[src/rtl/tetris_pkg.sv]
// rtl/tetris_pkg.sv - shared board constants, colour type and line-clear state encoding
// Purpose: board geometry defaults, colour width, empty-cell colour and the
//          line-clear FSM state enum shared by the RTL and the bench.
// Ports:   none (package).
package tetris_pkg;

  localparam int BOARD_COLS = 10;   // board width in cells
  localparam int BOARD_ROWS = 24;   // board height in cells, row 0 = top
  localparam int COLOR_W    = 6;

  localparam logic [COLOR_W-1:0] EMPTY = '0;

  typedef enum logic [2:0] {
    IDLE,
    CHECK,
    COPY_RD,
    COPY_WR,
    CLEAR,
    DONE
  } state_t;

endpackage

[src/rtl/line_clear_if.sv]
// rtl/line_clear_if.sv - single-port board RAM bus
// Purpose: groups the shared-address board RAM signals.
// Ports:   none; modport master = line-clear controller, slave = board RAM.
//          ram_Q    : read data, valid one cycle after ram_addr
//          ram_addr : cell address row*COLS+col
//          ram_data : write data
//          ram_wren : write enable
interface line_clear_if;
  import tetris_pkg::*;

  logic [COLOR_W-1:0] ram_Q;
  logic [7:0]         ram_addr;
  logic [COLOR_W-1:0] ram_data;
  logic               ram_wren;

  modport master (
    input  ram_Q,
    output ram_addr,
    output ram_data,
    output ram_wren
  );

  modport slave (
    output ram_Q,
    input  ram_addr,
    input  ram_data,
    input  ram_wren
  );

endinterface

[src/rtl/cell_addr.sv]
// rtl/cell_addr.sv - combinational board cell address generator
// Purpose: addr_o = row_i*COLS + col_i, evaluated at 8 bits.
// Ports:   row_i  : row index (RW bits)
//          col_i  : column index (CW bits)
//          addr_o : 8-bit RAM address
module cell_addr #(
  parameter int COLS = 10,
  parameter int RW   = 5,
  parameter int CW   = 4
) (
  input  logic [RW-1:0] row_i,
  input  logic [CW-1:0] col_i,
  output logic [7:0]    addr_o
);

  // Operands widened to 8 bits before the multiply so no partial product
  // is truncated for boards up to 256 cells.
  always_comb begin
    addr_o = 8'(row_i) * 8'(COLS) + 8'(col_i);
  end

endmodule

[src/rtl/line_clear.sv]
// rtl/line_clear.sv - scans the board bottom-up, removes full rows and compacts the rest
// Purpose: after a piece locks, walks rows from the bottom with a source and a
//          destination row pointer; full rows are skipped, surviving rows are
//          copied down, and the vacated top rows are cleared to EMPTY.
// Ports:   clk, reset     : clock, synchronous active-high reset
//          start          : single-cycle scan request (ignored while busy)
//          ram            : board RAM bus (line_clear_if.master)
//          busy           : pass in progress
//          done           : one-cycle end-of-pass pulse
//          lines_cleared  : full rows removed by the last pass
module line_clear
  import tetris_pkg::*;
#(
  parameter int COLS = BOARD_COLS,
  parameter int ROWS = BOARD_ROWS
) (
  input  logic         clk,
  input  logic         reset,
  input  logic         start,
  line_clear_if.master ram,
  output logic         busy,
  output logic         done,
  output logic [4:0]   lines_cleared
);

  localparam int RW = (ROWS > 1) ? $clog2(ROWS) : 1;
  localparam int CW = $clog2(COLS + 1);   // column counter also holds the capture slot COLS

  localparam logic [RW-1:0] LAST_ROW = RW'(ROWS - 1);
  localparam logic [CW-1:0] LAST_COL = CW'(COLS - 1);
  localparam logic [CW-1:0] CAP_COL  = CW'(COLS);

  state_t        state_q, state_d;
  logic [RW-1:0] src_q, src_d;
  logic [RW-1:0] dst_q, dst_d;
  logic [CW-1:0] col_q, col_d;
  logic [4:0]    lines_q, lines_d;
  logic          full_q, full_d;

  logic [RW-1:0] a_row;
  logic [CW-1:0] a_col;
  logic          cell_set;
  logic          row_full;

  assign cell_set = (ram.ram_Q != EMPTY);
  // Only meaningful in the capture slot, where ram_Q holds the last column.
  assign row_full = full_q & cell_set;

  always_ff @(posedge clk) begin
    if (reset) begin
      state_q <= IDLE;
      src_q   <= '0;
      dst_q   <= '0;
      col_q   <= '0;
      lines_q <= '0;
      full_q  <= 1'b0;
    end else begin
      state_q <= state_d;
      src_q   <= src_d;
      dst_q   <= dst_d;
      col_q   <= col_d;
      lines_q <= lines_d;
      full_q  <= full_d;
    end
  end

  always_comb begin
    state_d = state_q;
    src_d   = src_q;
    dst_d   = dst_q;
    col_d   = col_q;
    lines_d = lines_q;
    full_d  = full_q;
    unique case (state_q)
      IDLE: begin
        if (start) begin
          state_d = CHECK;
          src_d   = LAST_ROW;
          dst_d   = LAST_ROW;
          col_d   = '0;
          lines_d = '0;
          full_d  = 1'b1;
        end
      end
      CHECK: begin
        if (col_q != CAP_COL) begin
          // ram_Q lags the address by one cycle, so slot c sees column c-1.
          if (col_q != '0) full_d = full_q & cell_set;
          col_d = col_q + 1'b1;
        end else begin
          col_d  = '0;
          full_d = 1'b1;
          if (row_full) begin
            lines_d = lines_q + 1'b1;
            if (src_q == '0) state_d = CLEAR;   // dst still points at the lowest vacated row
            else             src_d   = src_q - 1'b1;
          end else if (src_q == dst_q) begin
            // src==dst means nothing removed so far; row 0 ends the pass directly.
            if (src_q == '0) begin
              state_d = DONE;
            end else begin
              src_d = src_q - 1'b1;
              dst_d = dst_q - 1'b1;
            end
          end else begin
            state_d = COPY_RD;
          end
        end
      end
      COPY_RD: begin
        state_d = COPY_WR;
      end
      COPY_WR: begin
        if (col_q != LAST_COL) begin
          col_d   = col_q + 1'b1;
          state_d = COPY_RD;
        end else begin
          col_d = '0;
          dst_d = dst_q - 1'b1;
          if (src_q == '0) begin
            state_d = CLEAR;
          end else begin
            src_d   = src_q - 1'b1;
            state_d = CHECK;
          end
        end
      end
      CLEAR: begin
        if (col_q != LAST_COL) begin
          col_d = col_q + 1'b1;
        end else begin
          col_d = '0;
          if (dst_q == '0) state_d = DONE;
          else             dst_d   = dst_q - 1'b1;
        end
      end
      DONE: begin
        state_d = IDLE;
      end
      default: begin
        state_d = IDLE;
      end
    endcase
  end

  always_comb begin
    busy         = (state_q != IDLE);
    done         = (state_q == DONE);
    ram.ram_wren = 1'b0;
    ram.ram_data = EMPTY;
    a_row        = '0;
    a_col        = '0;
    unique case (state_q)
      CHECK: begin
        a_row = src_q;
        // Capture slot re-presents the last column to stay inside the row.
        a_col = (col_q == CAP_COL) ? LAST_COL : col_q;
      end
      COPY_RD: begin
        a_row = src_q;
        a_col = col_q;
      end
      COPY_WR: begin
        a_row        = dst_q;
        a_col        = col_q;
        ram.ram_wren = 1'b1;
        ram.ram_data = ram.ram_Q;
      end
      CLEAR: begin
        a_row        = dst_q;
        a_col        = col_q;
        ram.ram_wren = 1'b1;
      end
      default: begin
      end
    endcase
  end

  assign lines_cleared = lines_q;

  cell_addr #(
    .COLS (COLS),
    .RW   (RW),
    .CW   (CW)
  ) u_cell_addr (
    .row_i  (a_row),
    .col_i  (a_col),
    .addr_o (ram.ram_addr)
  );

endmodule

[src/flat_wrapper.sv]
// flat-port wrapper written by rule: the top's interface ports become plain ports
module line_clear_flat import tetris_pkg::*;
#(
  parameter int COLS = BOARD_COLS,
  parameter int ROWS = BOARD_ROWS
)
  (clk, reset, start, busy, done, lines_cleared, ram_ram_Q, ram_ram_addr, ram_ram_data, ram_ram_wren);
  line_clear_if ram_i ();
  input  logic clk;
  input  logic reset;
  input  logic start;
  output logic busy;
  output logic done;
  output logic [4:0] lines_cleared;
  input wire logic [$bits(ram_i.ram_Q)-1:0] ram_ram_Q;
  output wire logic [$bits(ram_i.ram_addr)-1:0] ram_ram_addr;
  output wire logic [$bits(ram_i.ram_data)-1:0] ram_ram_data;
  output wire logic [$bits(ram_i.ram_wren)-1:0] ram_ram_wren;
  assign ram_i.ram_Q = ram_ram_Q;
  assign ram_ram_addr = ram_i.ram_addr;
  assign ram_ram_data = ram_i.ram_data;
  assign ram_ram_wren = ram_i.ram_wren;
  line_clear #(.COLS(COLS), .ROWS(ROWS)) u_core (.clk(clk), .reset(reset), .start(start), .ram(ram_i), .busy(busy), .done(done), .lines_cleared(lines_cleared));
endmodule
[config.mk]
export PLATFORM = sky130hd
export DESIGN_NAME = line_clear_flat
export DESIGN_NICKNAME = d
export VERILOG_FILES = /design/src/rtl/tetris_pkg.sv /design/src/rtl/line_clear_if.sv /design/src/rtl/cell_addr.sv /design/src/rtl/line_clear.sv /design/src/flat_wrapper.sv
export SDC_FILE = /design/constraint.sdc
export NUM_CORES = 1
export LEC_CHECK = 0
export CAP_MARGIN = 20
export CORE_AREA = 2 2 83 85
export DETAILED_ROUTE_END_ITERATION = 12
export DIE_AREA = 0 0 85 87
export PLACE_DENSITY = 0.51
export SYNTH_ARGS = -nofsm -noshare
export SYNTH_HDL_FRONTEND = slang
export SYNTH_SLANG_ARGS = --single-unit
[constraint.sdc]
create_clock -name clk -period 4.67 [get_ports clk]
set_input_delay 0.467 -clock clk [delete_from_list [all_inputs] [get_ports clk]]
set_output_delay 0.467 -clock clk [all_outputs]
set_load 0.1 [all_outputs]
==> impl_metrics.tcl <==
set metrics [dict create \
    required_ns 4.20 \
    path_class "register to output port" \
    rsz0062_at_grt "no" \
    hold_violations 0 \
    drive_gt1_frac 0.0935 \
    dpl.hpwl_mm 4.15 \
    final_core_util 0.381 \
    critPathLaunchType "register" \
    worst_pin_slew_ns 0.985 \
    rr_worst_depth 5 \
    power.switching_mw 1.13 \
    maxCapViolations 0 \
    hold_ws_ns 0.487 \
    async_flop_share 0 \
    grt_usage 0.153 \
    final_max_slew_viol_count 0 \
    setup_viol 0 \
    pwr-share-clk 0.068 \
    critical_path.endpoint "ram_ram_addr[7]" \
    r2r-end "u_core.src_q[1]" \
    cts_hold_buf 0 \
    synth_area_per_cell_um2 8.07 \
    initial_core_util 0.311 \
    io-pin-count 31 \
    num_antenna_cells 0 \
    ir_drop_mv 0.255 \
    critPathLaunch "u_core.state_q[2]" \
    r2r_setup_slack_ns 2.18 \
    antenna_left 0 \
    gp_congestion 0.805 \
    first_pass_iters 5 \
    p_int_mw 0.777 \
    swShare 0.592 \
    dpl-instance-area_um2 2460 \
    via_per_inst 5.43 \
    cts_setup_buffers 0 \
    post_cts_resized 0 \
    die_w_um 85 \
    cts-root-buf "clkbuf_8" \
    synth_edf_count 0 \
    num_vias 1944 \
    worstSetupEndpointType "output port" \
    grt_pass1_vias 1875 \
    yosys.cell_count.top_type "dfxtp_1" \
    htreeDepth 1 \
    final_area_um2 2500 \
    max_clock_freq_mhz 239 \
    fin_crit_sh 0.896 \
    die-area_um2 7400 \
    final_nets 303 \
    synth.area.top_cells "dfxtp_1 (23%), ha_1 (8.0%), xnor2_1 (5.2%)" \
    yosysWarnings 0 \
    core_um2 6570 \
    crit_fanout 11 \
    maxSlewHeadroom 0.341 \
    grt_max_degree 26 \
    pwr-share-seq 0.176 \
    finalCriticalPeriod_ns 4.18 \
    grt_pass1_wl_mm 9.29 \
    synth_common_cells "dfxtp_1 (23), nand2_1 (21), a21oi_1 (20)" \
    wl_per_cell_um 14.9 \
    numCtsBuffers 3 \
    ys_types 56 \
    hold_path.class "register to register" \
    ys_seq_area_frac 0.226 \
    path_clk_slew_ns 0.09 \
    cts_buffer_depth 2 \
    clock_sinks 23 \
    place_ws_ns 0.760 \
    antenna_found_initial 0 \
    grt.overflow.total 0 \
    syn_to_final_growth_pct 22.7 \
    clk_latency_ns 0.27 \
    portBuffers 30 \
    drtIter0Drc 221 \
    syn_inst 253 \
    wl_mm 5.34 \
    die_h_um 87 \
    setup_ws_ns 0.487 \
    finalSetupTns_ns 0 \
    worstPathArrival_ns 3.72 \
    ys_ff_latch 23 \
    cts_tree "yes" \
    rr_startpoint "u_core.state_q[0]" \
    p_per_area_nw_per_um2 760 \
    combPwrFrac 0.755 \
    skew_ns 0.00377 \
    synth-main-ff-cell "dfxtp_1" \
    synth_nets 277 \
    netlist.area_leader.share 0.226 \
    synth.cell_area_um2 2040 \
    synth_top_cell_by_area "dfxtp_1" \
    outcome "finished clean" \
    drcViolationCount 0 \
    core.rowCount 30 \
    power.leakage_nw 1.00 \
]
-- kinds of logic after synthesis --
| family | count (synthesis) | synth area share |
|---|---|---|
| simple gates | 99 | 0.287 |
| compound gates | 75 | 0.267 |
| buf+inv | 23 | 0.0435 |
| flops | 23 | 0.226 |
| xor+xnor | 17 | 0.0730 |
| fa+ha+maj | 15 | 0.0993 |
| mux | 1 | 0.00491 |
-- power groups by stage --
stage | Sequential (mW) | Clock, mW | Combinational [mW]
after floorplan | 0.291 | 0 | 1.17
after global placement | 0.340 | 0 | 1.45
after detailed placement | 0.340 | 0 | 1.44
after CTS | 0.335 | 0.136 | 1.44
after global routing | 0.348 | 0.143 | 1.57
final | 0.336 | 0.130 | 1.44
-- critical path, cell delays in order, from the launching register on --
cell and delay, ns:
dfxtp_1 0.53, or3b_2 0.57, o22ai_1 0.36, ha_1 0.31, ha_1 0.23, fa_1 0.38
xnor2_1 0.31, nor3b_1 0.12, xnor2_1 0.24, xor2_2 0.20, buf_12 0.20
-- metal layers --
| layer | track usage | vias up | wire, um |
|---|---|---|---|
| met4 | 0.0216 | 0 | 29 |
| li1 | - | 1004 | - |
| met1 | 0.214 | 913 | 2680 |
| met5 | 0 | - | 0 |
| met2 | 0.251 | 23 | 2500 |
| met3 | 0.0256 | 4 | 134 |
-- state kept, by name (all words and copies together) (netlist names) --
signal and flops:
u_core.full_q 1, u_core.lines_cleared 5, u_core.dst_q 5, u_core.col_q 4, u_core.state_q 3, u_core.src_q 5
-- cell usage in the layout, fill, tap and decap left out, drive strengths merged, types with 3 or more instances in the layout --
cell type       n
nor2b           3
o211ai          3
a22oi           4
buf            10
nand2b          4
clkbuf          4
nand4           5
xnor2          12
o22ai           3
nor4            4
nor3            7
nand3           5
o21ai           9
ha             13
a211oi          6
a311oi          4
or4             5
and3            6
a21o            7
inv            10
and2           13
a21oi          20
xor2            5
clkdlybuf4s50  24
nor3b           3
nor2           12
o31ai           3
nand2          21
dfxtp          23
-- how the worst min path moves through the flow --
stage	endpoint	slack (ns)	cells after the start	start
after floorplan	u_core.full_q	0.50	2	u_core.full_q
after CTS	u_core.lines_cleared[4]	0.49	2	u_core.lines_cleared[4]
final	u_core.lines_cleared[4]	0.49	2	u_core.lines_cleared[4]
after global routing	u_core.lines_cleared[4]	0.53	2	u_core.lines_cleared[4]
after global placement	u_core.lines_cleared[4]	0.47	2	u_core.lines_cleared[4]
after detailed placement	u_core.lines_cleared[4]	0.48	2	u_core.lines_cleared[4]
-- final cells by class --
class,instances,area (um2)
Tap cell,80,100
Sequential cell,23,460
Timing Repair Buffer,34,340
Clock buffer,4,45.0
Multi-Input combinational cell,207,1520
Inverter,10,37.5
Fill cell,680,4060
-- through the flow --
| step | std cells | power (mW) |
|---|---|---|
| 2_1_floorplan | 253 | 1.46 |
| 3_3_place_gp | 354 | 1.79 |
| 3_5_place_dp | 354 | 1.78 |
| 4_1_cts | 358 | 1.92 |
| 5_1_grt | 358 | 2.06 |
| 6_report | 358 | 1.90 |
(Power assumes the default switching activity.)
